**src/rtl/flash_pkg.sv**
```systemverilog
// Shared definitions for the 32-bit flash read protocol.
// Used by the flash read responder and the flash read master.
package flash_pkg;

   localparam int FLASH_DATA_W = 32;
   localparam int FLASH_ADDR_W = 21;

   typedef logic [FLASH_DATA_W-1:0] flash_word_t;

endpackage

```
**src/rtl/flash_resp_pipe.sv**
```systemverilog
// Valid+data shift register with asynchronous clear.
// Data is zeroed whenever its valid bit is clear.
module flash_resp_pipe
   import flash_pkg::*;
#(
   parameter int unsigned DEPTH  = 3,
   parameter int unsigned DATA_W = FLASH_DATA_W
) (
   input  logic              clk,
   input  logic              rst,
   input  logic              i_valid,
   input  logic [DATA_W-1:0] i_data,
   output logic              o_valid,
   output logic [DATA_W-1:0] o_data
);

   logic [DEPTH-1:0]             r_valid;
   logic [DEPTH-1:0][DATA_W-1:0] r_data;

   always_ff @(posedge clk or posedge rst) begin
      if (rst) begin
         r_valid <= '0;
         r_data  <= '0;
      end else begin
         r_valid[0] <= i_valid;
         r_data[0]  <= i_valid ? i_data : '0;
         for (int unsigned k = 1; k < DEPTH; k++) begin
            r_valid[k] <= r_valid[k-1];
            r_data[k]  <= r_data[k-1];
         end
      end
   end

   assign o_valid = r_valid[DEPTH-1];
   assign o_data  = r_data[DEPTH-1];

endmodule

```
**src/rtl/flash_read_responder.sv**
```systemverilog
// Avalon-MM-style read responder backed by a synchronous ROM port.
// Fixed-latency, in-order responses with an outstanding-read limit and optional throttling.
module flash_read_responder
   import flash_pkg::*;
#(
   parameter int ADDR_W      = FLASH_ADDR_W,
   parameter int LATENCY     = 4,
   parameter int MAX_PENDING = 4
) (
   input  logic                               clk,
   input  logic                               reset,
   input  logic                               flash_mem_read,
   input  logic [ADDR_W-1:0]                  flash_mem_address,
   output logic                               flash_mem_waitrequest,
   output logic                               flash_mem_readdatavalid,
   output flash_word_t                        flash_mem_readdata,
   input  logic                               throttle,
   output logic                               rom_rd,
   output logic [ADDR_W-1:0]                  rom_addr,
   input  flash_word_t                        rom_q,
   output logic [$clog2(MAX_PENDING+1)-1:0]   pending_count
);

   localparam int CNT_W = $clog2(MAX_PENDING+1);
   localparam logic [CNT_W-1:0] MAX_CNT = CNT_W'(MAX_PENDING);
   localparam logic [CNT_W-1:0] ONE     = CNT_W'(1);

   logic             r_tog;
   logic             r_acc_d;
   logic [CNT_W-1:0] r_pending;
   logic             w_accept;

   // Waitrequest uses registered state only, so a same-cycle response never frees a slot.
   assign flash_mem_waitrequest = (r_pending == MAX_CNT) | (throttle & r_tog);
   assign w_accept              = flash_mem_read & ~flash_mem_waitrequest & ~reset;

   assign rom_rd        = w_accept;
   assign rom_addr      = flash_mem_address;
   assign pending_count = r_pending;

   always_ff @(posedge clk or posedge reset) begin
      if (reset) begin
         r_tog     <= 1'b0;
         r_acc_d   <= 1'b0;
         r_pending <= '0;
      end else begin
         r_tog   <= throttle & ~r_tog;
         r_acc_d <= w_accept;
         case ({w_accept, flash_mem_readdatavalid})
            2'b10:   r_pending <= r_pending + ONE;
            2'b01:   r_pending <= r_pending - ONE;
            default: r_pending <= r_pending;
         endcase
      end
   end

   // ROM data arrives one cycle after accept, aligned with r_acc_d; LATENCY-1 stages reach the outputs.
   flash_resp_pipe #(
      .DEPTH  (LATENCY-1),
      .DATA_W (FLASH_DATA_W)
   ) u_pipe (
      .clk     (clk),
      .rst     (reset),
      .i_valid (r_acc_d),
      .i_data  (rom_q),
      .o_valid (flash_mem_readdatavalid),
      .o_data  (flash_mem_readdata)
   );

endmodule

```
**config.mk**
```make
export PLATFORM = sky130hd
export DESIGN_NAME = flash_read_responder
export DESIGN_NICKNAME = d
export VERILOG_FILES = /design/src/rtl/flash_pkg.sv /design/src/rtl/flash_resp_pipe.sv /design/src/rtl/flash_read_responder.sv
export SDC_FILE = /design/constraint.sdc
export NUM_CORES = 1
export LEC_CHECK = 0
export ABC_AREA = 1
export ABC_CLOCK_PERIOD_IN_PS = 5100
export BUFFER_PORTS_ARGS = -buffer_cell sky130_fd_sc_hd__buf_2
export CAP_MARGIN = 30
export CELL_PAD_IN_SITES_DETAIL_PLACEMENT = 1
export CELL_PAD_IN_SITES_GLOBAL_PLACEMENT = 1
export CORE_MARGIN = 1.5
export CORE_UTILIZATION = 42
export CTS_CLUSTER_DIAMETER = 40
export DETAILED_ROUTE_END_ITERATION = 6
export PLACE_DENSITY = 0.86
export RECOVER_POWER = 25
export SLEW_MARGIN = 20
export SYNTH_ARGS = -nofsm -noshare
export SYNTH_HDL_FRONTEND = slang
export SYNTH_SLANG_ARGS = --single-unit
```
**constraint.sdc**
```tcl
create_clock -name clk -period 5.1 [get_ports clk]
set_input_delay 0.255 -clock clk [delete_from_list [all_inputs] [get_ports clk]]
set_output_delay 0.255 -clock clk [all_outputs]
set_load 0.005 [all_outputs]
```
; After elaboration in Yosys (flattened, before gate mapping)
; Index checks and enable logic that the tools add are counted.
[classes]
n_mux = 2
bitwise = 8
reduce_logical = 1
add_sub_neg = 2
n_eq_ne = 3
[op_table]
columns = op, count
row1 = $mux 32, 1
row2 = $pmux 3 s2, 1
row3 = $and 1x1->1, 4
row4 = $add 3x1->3 const B, 1
row5 = $eq 3x3->1 const B, 1
row6 = $not 1->1, 3
row7 = $sub 3x1->3 const B, 1
row8 = $eq 2x1->1 const B, 1
row9 = $eq 2x2->1 const B, 1
row10 = $reduce_bool 2->1, 1
row11 = $or 1x1->1, 1
[word_totals]
output_inout_bits = 59
inputBits = 57
word_cells = 23
register_bits = 104

; Longest topological paths before layout
; Gate-level depths: netlist of run 1.
[logic_depth]
depth_word = 7
ltp_mapped = 11
depth_no_buf = 11

; By module
; From an unflattened synthesis of run 1, not the netlist that was laid out.
[unflattened]
cells_unflattened = 250
hier_area_um2 = 3430.8
[modules_own_cells]
columns = module, instances, area_per_inst_um2, seq_area_each_um2, cells_per_inst
row1 = flash_resp_pipe, 1, 2995.4, 2477.4, 199
row2 = flash_read_responder, 1, 435.4, 125.1, 51

; Worst setup path before layout of run 1
; No wires, ideal clock.
[synth_timing]
path_type = input to register
startpoint = input port reset
endpoint = register r_pending[1] (netlist: pending_count[1])
setup_ns = 0.083
required_ns = 5.017
path_stages = 6
arrival_time_ns = 3.656
path_slack_ns = 1.361
path_buffers = 0
cell_sequence = inv_1 nand4_1 ha_1 inv_1 fa_1 o21ai_0
[synth_between]
elab_chain_len = 4
elab_cells_between_ends = 6
classes_between = eq/ne (2) / mux (1) / bitwise (2) / reduce/logical (1)
[synth_lines]
columns = element, line
row1 = from (decl), flash_read_responder.sv:11  ; input logic reset,
row2 = $not 1->1 *, flash_read_responder.sv:35  ; assign w_accept = flash_mem_read & ~flash_mem_waitrequest & ~reset;
row3 = $and 1x1->1 *, flash_read_responder.sv:35
row4 = $eq 2x1->1 or $eq 2x2->1 (tied branches), flash_read_responder.sv:49  ; case ({w_accept, flash_mem_readdatavalid})
row5 = $pmux 3 s2 or $reduce_bool 2->1 (tied branches), -
row6 = to (signal assigned), flash_read_responder.sv:50  ; 2'b10: r_pending <= r_pending + ONE;
row7 = to (signal assigned), flash_read_responder.sv:51  ; 2'b01: r_pending <= r_pending - ONE;
row8 = to (signal assigned), flash_read_responder.sv:52  ; default: r_pending <= r_pending;
row9 = to (decl), flash_read_responder.sv:30  ; logic [CNT_W-1:0] r_pending;
; Mark *: on every way between the ends. The rest lies on a longest branch, timed or not.
; A chain may end at the register's enable or synchronous reset.

; Worst setup path after layout of run 1
; Ends and elaborated chain as after synthesis.

==> impl_metrics.yaml, run 1 <==
status:
  status: "finished, final reports clean"
clock_network:
  cts-root-buf: "clkbuf_8"
  cts-htree-levels: 3
  clk_pin_slew_ns: 0.10
  clock_sinks: 104
  cts.path.max_buffers: 2
  numCtsBuffers: 9
  clock_latency_ns: 0.34
  cts_tree: "done"
sta:
  finalClockSkew_ns: 0.0105
  worst_pin_slew_ns: 0.681
  fin_tns_setup_ns: 0
  setup_viol: 0
  rsz0062_at_grt: "false"
  max_slew_margin: 0.546
  hold_viol: 0
  drv_slew: 0
  fmax_mhz: 447
  period_needed_ns: 2.24
  finalCritPeriodShare: 0.439
power:
  power_leakage_nw: 2.29
  ir_drop_mv: 0.158
  power_mw: 1.60
  p_per_area_mw_per_mm2: 432
worst_hold_path:
  hold_end: "u_pipe.r_data[27]"
  hold_class: "input pin to register"
  hold_path.startpoint: "rom_q[27]"
  whs_path_depth: 3
global_routing:
  grt_pass1_wl_microns: 8050
  grt_pass1_vias: 1687
  grt_use_met1: 0.135
  use_met2: 0.226
  gr-max-usage-layer: "met2"
  met3_usage: 0.0463
  grt_util_all_layers: 0.126
  overflow: 0
  grt_start_max_net_pins: 59
  antenna_found_initial: 0
critical_path:
  start_kind: "input pin"
  crit_family: "buffers and inverters"
  path_cells: "dlygate4sd3_1, buf_2, inv_4, nand4_1, ha_1, inv_1, fa_1, o21ai_0"
  r2r-end: "pending_count[2]"
  crit_fanout: 48
  arrival_ns: 2.51
  slowest_stage: "dlygate4sd3_1"
  ff2ff_path_depth: 10
  worst_ep_required_time_ns: 5.37
  path_depth: 8
  crit_type: "input pin to register"
  critPathBufInv: 4
  critPathMaxStageDelay_ns: 0.53
  rr_startpoint: "pending_count[0]"
  end_kind: "register"
  regToRegSetupSlack_ns: 3.25
synth:
  netlist_instances: 249
  synth.avg_cell_area_sq_um: 13.7
  netlist_area_sq_mm: 0.00341
  syn_nets: 308
  synth_seq_area_share: 0.764
  ys_ff_latch: 104
  synth_cell_types: 12
  ys_warn_count: 0
cells_and_area:
  layout_commonest_cell: "dfrtp_1"
  final_layout_size_suffix_gt1_frac: 0.320
  areaGrowthSynthToFinish_pct: 8.85
  final_cell_mix: "dfrtp_1 (103), buf_2 (73), inv_1 (40)"
  antenna_cells: 0
  final_util: 0.475
  fin_nets: 338
place:
  gp_congestion: 0.674
  dp_hpwl_microns: 3490
  io_buffer_count: 73
die:
  start_util: 0.436
  die_area_sq_mm: 0.00866
  die_y_microns: 93.1
  dieWidth_microns: 93.1
  row_count: 32
  ioPinCount: 116
  core_sq_mm: 0.00781
detailed_routing:
  ant_nets: 0
  drtIter0Drc: 21
  drc: 0
  vias: 1594
  post_drt_wl_per_cell_microns: 12.6
  routed_wl_microns: 4860
  drt_first_pass_iters: 4
  vias_per_cell: 4.13
job:
  drv_cap: 0
==> sequential cells by signal, summed over array words and instances, names as in the netlist <==
name	flops
u_pipe.r_valid	3
r_acc_d	1
u_pipe.r_data	64
pending_count	3
u_pipe.o_data	32
r_tog	1
==> synth_stat cells <==
master | number | area, sq um
dfrtp_1 | 104 | 2600
buf_4 | 53 | 398
inv_1 | 41 | 154
nand2_1 | 39 | 146
buf_6 | 3 | 33.8
nand3_1 | 2 | 10.0
nand4_1 | 2 | 12.5
fa_1 | 1 | 20.0
ha_1 | 1 | 12.5
nor2_1 | 1 | 3.75
o21ai_0 | 1 | 5.00
xnor2_1 | 1 | 8.76
==> how the worst max path moves through the flow <==
stage	start	to	slack (ns)
2_1_floorplan	reset	pending_count[1]	1.36
3_3_place_gp	reset	pending_count[1]	3.18
3_5_place_dp	reset	pending_count[1]	3.00
4_1_cts	reset	pending_count[1]	2.83
5_1_grt	reset	pending_count[2]	2.67
6_report	reset	pending_count[1]	2.86
==> power breakdown <==
part | internal, mW | total, mW | switching (mW) | leakage [nW]
logic | 0.0577 | 0.134 | 0.0764 | 0.770
registers | 0.893 | 0.928 | 0.0353 | 1.41
clock network | 0.280 | 0.541 | 0.261 | 0.111
==> layer usage <==
| metal | wire [microns] | up-vias |
|---|---|---|
| met2 | 2770 | 49 |
| met1 | 1810 | 818 |
| met5 | 0 | - |
| li1 | - | 721 |
| met4 | 39 | 0 |
| met3 | 251 | 6 |
==> tightest hold or removal path, cell delays in order <==
cell and delay, ns:
buf_2 0.07, nand2_1 0.04, inv_1 0.04
==> timing repair <==
action	4_1_cts	5_1_grt
hold buffers	1	0
buffers inserted	0	0
endpoints found under the hold margin	46	0
resized for setup	0	0
==> stage by stage <==
step,hold slack (ns),area [sq um],setup slack [ns],cells
6_report,0.0823,3710,2.86,386
5_1_grt,0.0817,3710,2.67,386
4_1_cts,0.0729,3710,2.83,386
3_5_place_dp,0.336,3480,3.00,369
3_3_place_gp,0.331,3480,3.18,369
2_1_floorplan,0.331,3410,1.36,249
==> logic make-up (layout without fill, tap and decap cells) <==
kind of cell / after synthesis / count (layout) / synth area share
DFF: 104 / 104 / 0.764
buffers and inverters: 97 / 132 / 0.172
and+or+nand+nor: 44 / 44 / 0.0507
adders and majority gates: 2 / 2 / 0.00955
AOI/OAI and AO/OA: 1 / 1 / 0.00147
xor gates and xnor gates: 1 / 1 / 0.00257
==> layout make-up <==
type / instances / area (sq um)
Clock buffer: 10 / 128
Clock inverter: 6 / 91.3
Timing Repair Buffer: 75 / 383
Tap cell: 102 / 128
Inverter: 41 / 156
Fill cell: 826 / 4100
Multi-Input combinational cell: 48 / 219
Sequential cell: 104 / 2600
Power figures use the tool's default switching activity.
==> run 2, diff against run 1 <==
--- a/config.mk
+++ b/config.mk
@@ -6,16 +6,16 @@
 export NUM_CORES = 1
 export LEC_CHECK = 0
 export ABC_AREA = 1
-export ABC_CLOCK_PERIOD_IN_PS = 5100
+export ABC_CLOCK_PERIOD_IN_PS = 2100
 export BUFFER_PORTS_ARGS = -buffer_cell sky130_fd_sc_hd__buf_2
 export CAP_MARGIN = 30
 export CELL_PAD_IN_SITES_DETAIL_PLACEMENT = 1
 export CELL_PAD_IN_SITES_GLOBAL_PLACEMENT = 1
 export CORE_MARGIN = 1.5
-export CORE_UTILIZATION = 42
+export CORE_UTILIZATION = 39
 export CTS_CLUSTER_DIAMETER = 40
 export DETAILED_ROUTE_END_ITERATION = 6
-export PLACE_DENSITY = 0.86
+export PLACE_DENSITY = 0.81
 export RECOVER_POWER = 25
 export SLEW_MARGIN = 20
 export SYNTH_ARGS = -nofsm -noshare
==> constraint.sdc (replaced) <==
create_clock -name clk -period 2.1 [get_ports clk]
set_input_delay 0.105 -clock clk [delete_from_list [all_inputs] [get_ports clk]]
set_output_delay 0.105 -clock clk [all_outputs]
set_load 0.005 [all_outputs]
==> run 2 against run 1 <==
Compared with the run above: sequential power grew 140%; count of clock-buffer cells in the layout is 1 lower; global-route usage increased by 0.91 points; critical endpoint is now pending_count[2]; critical path type is now register to register.
==> impl_metrics.yaml, run 2 (synthesized netlist as in run 1, its figures left out) <==
status:
  status: "finished, final reports clean"
detailed_routing:
  vias_per_cell: 4.12
  post_drt_wl_per_cell_microns: 13.5
  vias: 1742
  routed_wl_microns: 5720
  drt_first_pass_iters: 4
  ant_nets: 0
  drc: 0
  drtIter0Drc: 24
die:
  die_area_sq_mm: 0.00931
  die_y_microns: 96.5
  ioPinCount: 116
  row_count: 33
  start_util: 0.408
  core_sq_mm: 0.00834
  dieWidth_microns: 96.5
power:
  p_per_area_mw_per_mm2: 953
  power_leakage_nw: 2.41
  switchingPower_mw: 0.930
  power.share.combinational: 0.111
  p_clk_frac: 0.308
  p_seq_frac: 0.581
  ir_drop_mv: 0.340
  p_sw_frac: 0.242
  p_int_mw: 2.91
global_routing:
  met3_usage: 0.0376
  use_met2: 0.237
  gr-max-usage-layer: "met2"
  grt_start_max_net_pins: 64
  grt_pass1_vias: 1849
  grt_use_met1: 0.136
  grt_pass1_wl_microns: 8850
  grt_util_all_layers: 0.135
  antenna_found_initial: 0
  overflow: 0
clock_network:
  cts_tree: "done"
  cts-root-buf: "clkbuf_8"
  clock_sinks: 104
  cts-htree-levels: 3
  clk_pin_slew_ns: 0.09
  numCtsBuffers: 9
  clock_latency_ns: 0.35
  cts.path.max_buffers: 2
  post-cts-setup-buffer-count: 0
job:
  drv_cap: 0
cells_and_area:
  final_layout_size_suffix_gt1_frac: 0.302
  n_fill_cell: 880
  final_cells: 423
  layout_commonest_cell: "dfrtp_1"
  largest_reg_flops: 64
  final_cell_mix: "dfrtp_1 (104), buf_2 (73), nand2_1 (39), inv_1 (39), dlygate4sd3_1 (33)"
  antenna_cells: 0
  areaGrowthSynthToFinish_pct: 18.4
  fin_nets: 373
  top_register: "u_pipe.r_data"
  finish.instance_area_sq_mm: 0.00403
sta:
  rsz0062_at_grt: "false"
  fmax_mhz: 556
  hold_viol: 0
  drv_slew: 0
  whs_ns: 0.0706
  finalClockSkew_ns: 0.0103
  fin_ws_ns: 0.300
  max_slew_margin: 0.507
  fin_tns_setup_ns: 0
  setup_viol: 0
  finalCritPeriodShare: 0.857
  period_needed_ns: 1.80
  worst_pin_slew_ns: 0.739
critical_path:
  crit_type: "register to register"
  start_kind: "register"
  worst_ep_required_time_ns: 2.34
  arrival_ns: 2.04
  crit_fanout: 3
  end_kind: "register"
place:
  dp_hpwl_microns: 3600
  dp_slack_ns: 0.307
  placed_cell_area_sq_mm: 0.00351
  io_buffer_count: 73
  dp_cells: 375
  gp_congestion: 0.728
worst_hold_path:
  hold_class: "input pin to asynchronous set/reset pin"
## run 2: per-stage QoR
step | utilization | power (mW)
global placement | 0.421 | 2.62
global route | 0.484 | 4.05
finish | 0.484 | 3.84
CTS | 0.484 | 3.90
floorplan | - | 2.56
detailed placement | 0.421 | 2.66
## run 2: worst paths after layout
kind	endpoint	slack [ns]	from	depth (start not counted)
min in group clk	r_acc_d	0.12	flash_mem_read	3
max in group asynchronous	u_pipe.o_data[20]	1.04	reset	4
setup / recovery	pending_count[2]	0.30	pending_count[0]	10
hold reg to reg	u_pipe.o_data[12]	0.35	u_pipe.r_data[44]	0
hold / removal	u_pipe.r_data[10]	0.07	reset	3
setup reg to reg	pending_count[2]	0.30	pending_count[0]	10
## run 2: critical path: stages (launching register included)
cell and delay, ns:
dfrtp_1 0.42, inv_1 0.12, nand3_1 0.12, nand4_1 0.14
ha_2 0.22, inv_2 0.05, fa_2 0.34, nand2_1 0.11
nand3_1 0.08, nand2_1 0.06, nand2_1 0.04
## run 2: layout make-up
cell class / count / area, sq um / share of cell area
Inverter: 41 / 158 / 0.0391
Sequential cell: 104 / 2600 / 0.645
Tap cell: 105 / 131 / 0.0326
Timing Repair Buffer: 110 / 726 / 0.180
Clock buffer: 9 / 124 / 0.0307
Clock inverter: 6 / 68.8 / 0.0171
Multi-Input combinational cell: 48 / 224 / 0.0555
## run 2: timing repair
action	in CTS	in global routing
hold buffers	33	0
endpoints found under the setup margin	0	0
endpoints found under the hold margin	33	0
resized for setup	0	0
## run 2: power groups by stage
stage	Clock (mW)	Combinational (mW)	Sequential, mW
final	1.18	0.426	2.23
after global routing	1.31	0.485	2.25
after CTS	1.23	0.429	2.24
after detailed placement	0	0.382	2.28
after global placement	0	0.353	2.26
after floorplan	0	0.294	2.26
## run 2: layer usage
layer / wire length [microns] / share of wire
met5: 0 / 0
met4: 260 / 0.045
met2: 3160 / 0.55
met3: 277 / 0.048
met1: 2020 / 0.35
==> run 3, diff against run 2 <==
--- a/config.mk
+++ b/config.mk
@@ -6,7 +6,7 @@
 export NUM_CORES = 1
 export LEC_CHECK = 0
 export ABC_AREA = 1
-export ABC_CLOCK_PERIOD_IN_PS = 2100
+export ABC_CLOCK_PERIOD_IN_PS = 2000
 export BUFFER_PORTS_ARGS = -buffer_cell sky130_fd_sc_hd__buf_2
 export CAP_MARGIN = 30
 export CELL_PAD_IN_SITES_DETAIL_PLACEMENT = 1
==> constraint.sdc (replaced) <==
create_clock -name clk -period 2 [get_ports clk]
set_input_delay 0.4 -clock clk [delete_from_list [all_inputs] [get_ports clk]]
set_output_delay 0.4 -clock clk [all_outputs]
set_load 0.005 [all_outputs]
==> run 3 against run 2 <==
Compared with the run above: worst setup slack worse by 0.051 ns; highest routed layer unchanged; wire length down 13%; cell area down 7.8%.
==> impl_metrics.yaml, run 3 (synthesized netlist as in run 1, its figures left out) <==
status:
  status: "finished, final reports clean"
worst_hold_path:
  hold_class: "input pin to register"
  whs_path_depth: 3
  hold_path.startpoint: "rom_q[27]"
  hold_end: "u_pipe.r_data[27]"
clock_network:
  post-cts-setup-buffer-count: 0
  cts_tree: "done"
  hold_buffers: 0
  clock_latency_ns: 0.35
  cts-root-buf: "clkbuf_8"
  cts_resized: 0
  numCtsBuffers: 9
  clk_pin_slew_ns: 0.10
  cts.path.max_buffers: 2
  cts-htree-levels: 3
  clock_sinks: 104
power:
  p_int_mw: 3.07
  p_seq_frac: 0.579
  switchingPower_mw: 0.982
  power_leakage_nw: 2.28
  p_clk_frac: 0.327
  p_per_area_mw_per_mm2: 1090
  ir_drop_mv: 0.416
  power.share.combinational: 0.094
  p_sw_frac: 0.243
  power_mw: 4.05
sta:
  fin_tns_setup_ns: 0
  hold_viol: 0
  worst_pin_slew_ns: 0.737
  period_needed_ns: 1.75
  fmax_mhz: 571
  rsz0062_at_grt: "false"
  drv_slew: 0
  setup_viol: 0
  finalClockSkew_ns: 0.00678
  max_slew_margin: 0.509
  finalCritPeriodShare: 0.875
cells_and_area:
  antenna_cells: 0
  largest_reg_flops: 64
  regArea_sq_mm: 0.00260
  layout_commonest_cell: "dfrtp_1"
  final_util: 0.446
  final_layout_size_suffix_gt1_frac: 0.339
  areaGrowthSynthToFinish_pct: 9.22
  fin_nets: 340
  n_fill_cell: 893
  top_register: "u_pipe.r_data"
  multi_input_area_sq_um: 224
  final_cell_mix: "dfrtp_1 (104), buf_2 (73), nand2_1 (39), inv_1 (39), clkbuf_8 (10)"
global_routing:
  overflow: 0
  grt_start_max_net_pins: 63
  grt_pass1_vias: 1676
  grt_util_all_layers: 0.120
  grt_pass1_wl_microns: 7910
  antenna_found_initial: 0
detailed_routing:
  drt_first_pass_iters: 4
  routed_wl_microns: 4950
  drtIter0Drc: 40
  vias_per_cell: 4.04
  post_drt_wl_per_cell_microns: 12.7
  drc: 0
  ant_nets: 0
  vias: 1578
place:
  gp_congestion: 0.744
  io_buffer_count: 73
  dp_hpwl_microns: 3490
critical_path:
  arrival_ns: 1.35
  r2r-end: "pending_count[2]"
  worst_ep_required_time_ns: 1.60
  end_kind: "output port"
  regToRegSetupSlack_ns: 0.25
  crit_fanout: 3
  rr_startpoint: "pending_count[0]"
  start_kind: "register"
  crit_type: "register to output port"
  ff2ff_path_depth: 10
die:
  dieWidth_microns: 96.5
  core_sq_mm: 0.00834
  die_y_microns: 96.5
  ioPinCount: 116
  row_count: 33
  die_area_sq_mm: 0.00931
  start_util: 0.408
job:
  drv_cap: 0
-- run 3: cell types whose count changed in the layout (fill, tap and decap cells not counted) --
cell           previous run  this run
clkinv_2                  1         0
clkbuf_8                  9        10
dlygate4sd3_1            33         0
inv_6                     2         3
-- run 3: power by group through the flow --
| stage | logic (mW) | clock network (mW) | registers, mW |
|---|---|---|---|
| after floorplan | 0.309 | 0 | 2.38 |
| after global placement | 0.370 | 0 | 2.38 |
| after detailed placement | 0.395 | 0 | 2.39 |
| after CTS | 0.395 | 1.37 | 2.35 |
| after global routing | 0.443 | 1.47 | 2.37 |
| final | 0.381 | 1.32 | 2.34 |
-- run 3: metrics by stage --
| stage | setup slack, ns | cells | hold slack [ns] | instance area [sq um] |
|---|---|---|---|---|
| floorplan | -1.24 | 249 | 0.331 | 3420 |
| global placement | 0.216 | 375 | 0.332 | 3510 |
| detailed placement | 0.123 | 375 | 0.336 | 3510 |
| CTS | 0.217 | 391 | 0.220 | 3720 |
| global route | 0.0749 | 391 | 0.219 | 3720 |
| finish | 0.249 | 391 | 0.235 | 3720 |
-- run 3: final cells by class --
cell class,count,share of cell area
Sequential cell,104,0.699
Timing Repair Buffer,77,0.106
Multi-Input combinational cell,48,0.0602
Inverter,41,0.0424
Clock buffer,10,0.0370
Tap cell,105,0.0353
Clock inverter,6,0.0195
-- run 3: worst max path at each step --
stage          cells after the start                 to        startpoint  slack (ns)
2_1_floorplan                      9   pending_count[2]             reset       -1.24
3_3_place_gp                       4  u_pipe.r_data[62]             reset        0.22
3_5_place_dp                       4              r_tog             reset        0.12
4_1_cts                            5             rom_rd  pending_count[0]        0.22
5_1_grt                           10   pending_count[2]  pending_count[0]        0.07
6_report                           5             rom_rd  pending_count[0]        0.25
-- run 3: worst max-delay path, stage by stage (launching register included) --
cell     delay, ns
dfrtp_1       0.42
inv_1         0.12
nand3_1       0.11
nand4_1       0.13
inv_1         0.09
buf_2         0.13
-- run 3: layer usage --
| metal | global-route usage | share of wire |
|---|---|---|
| met1 | 0.128 | 0.37 |
| met2 | 0.207 | 0.54 |
| met3 | 0.0477 | 0.070 |
| met4 | 0.0592 | 0.023 |
| met5 | 0 | 0 |
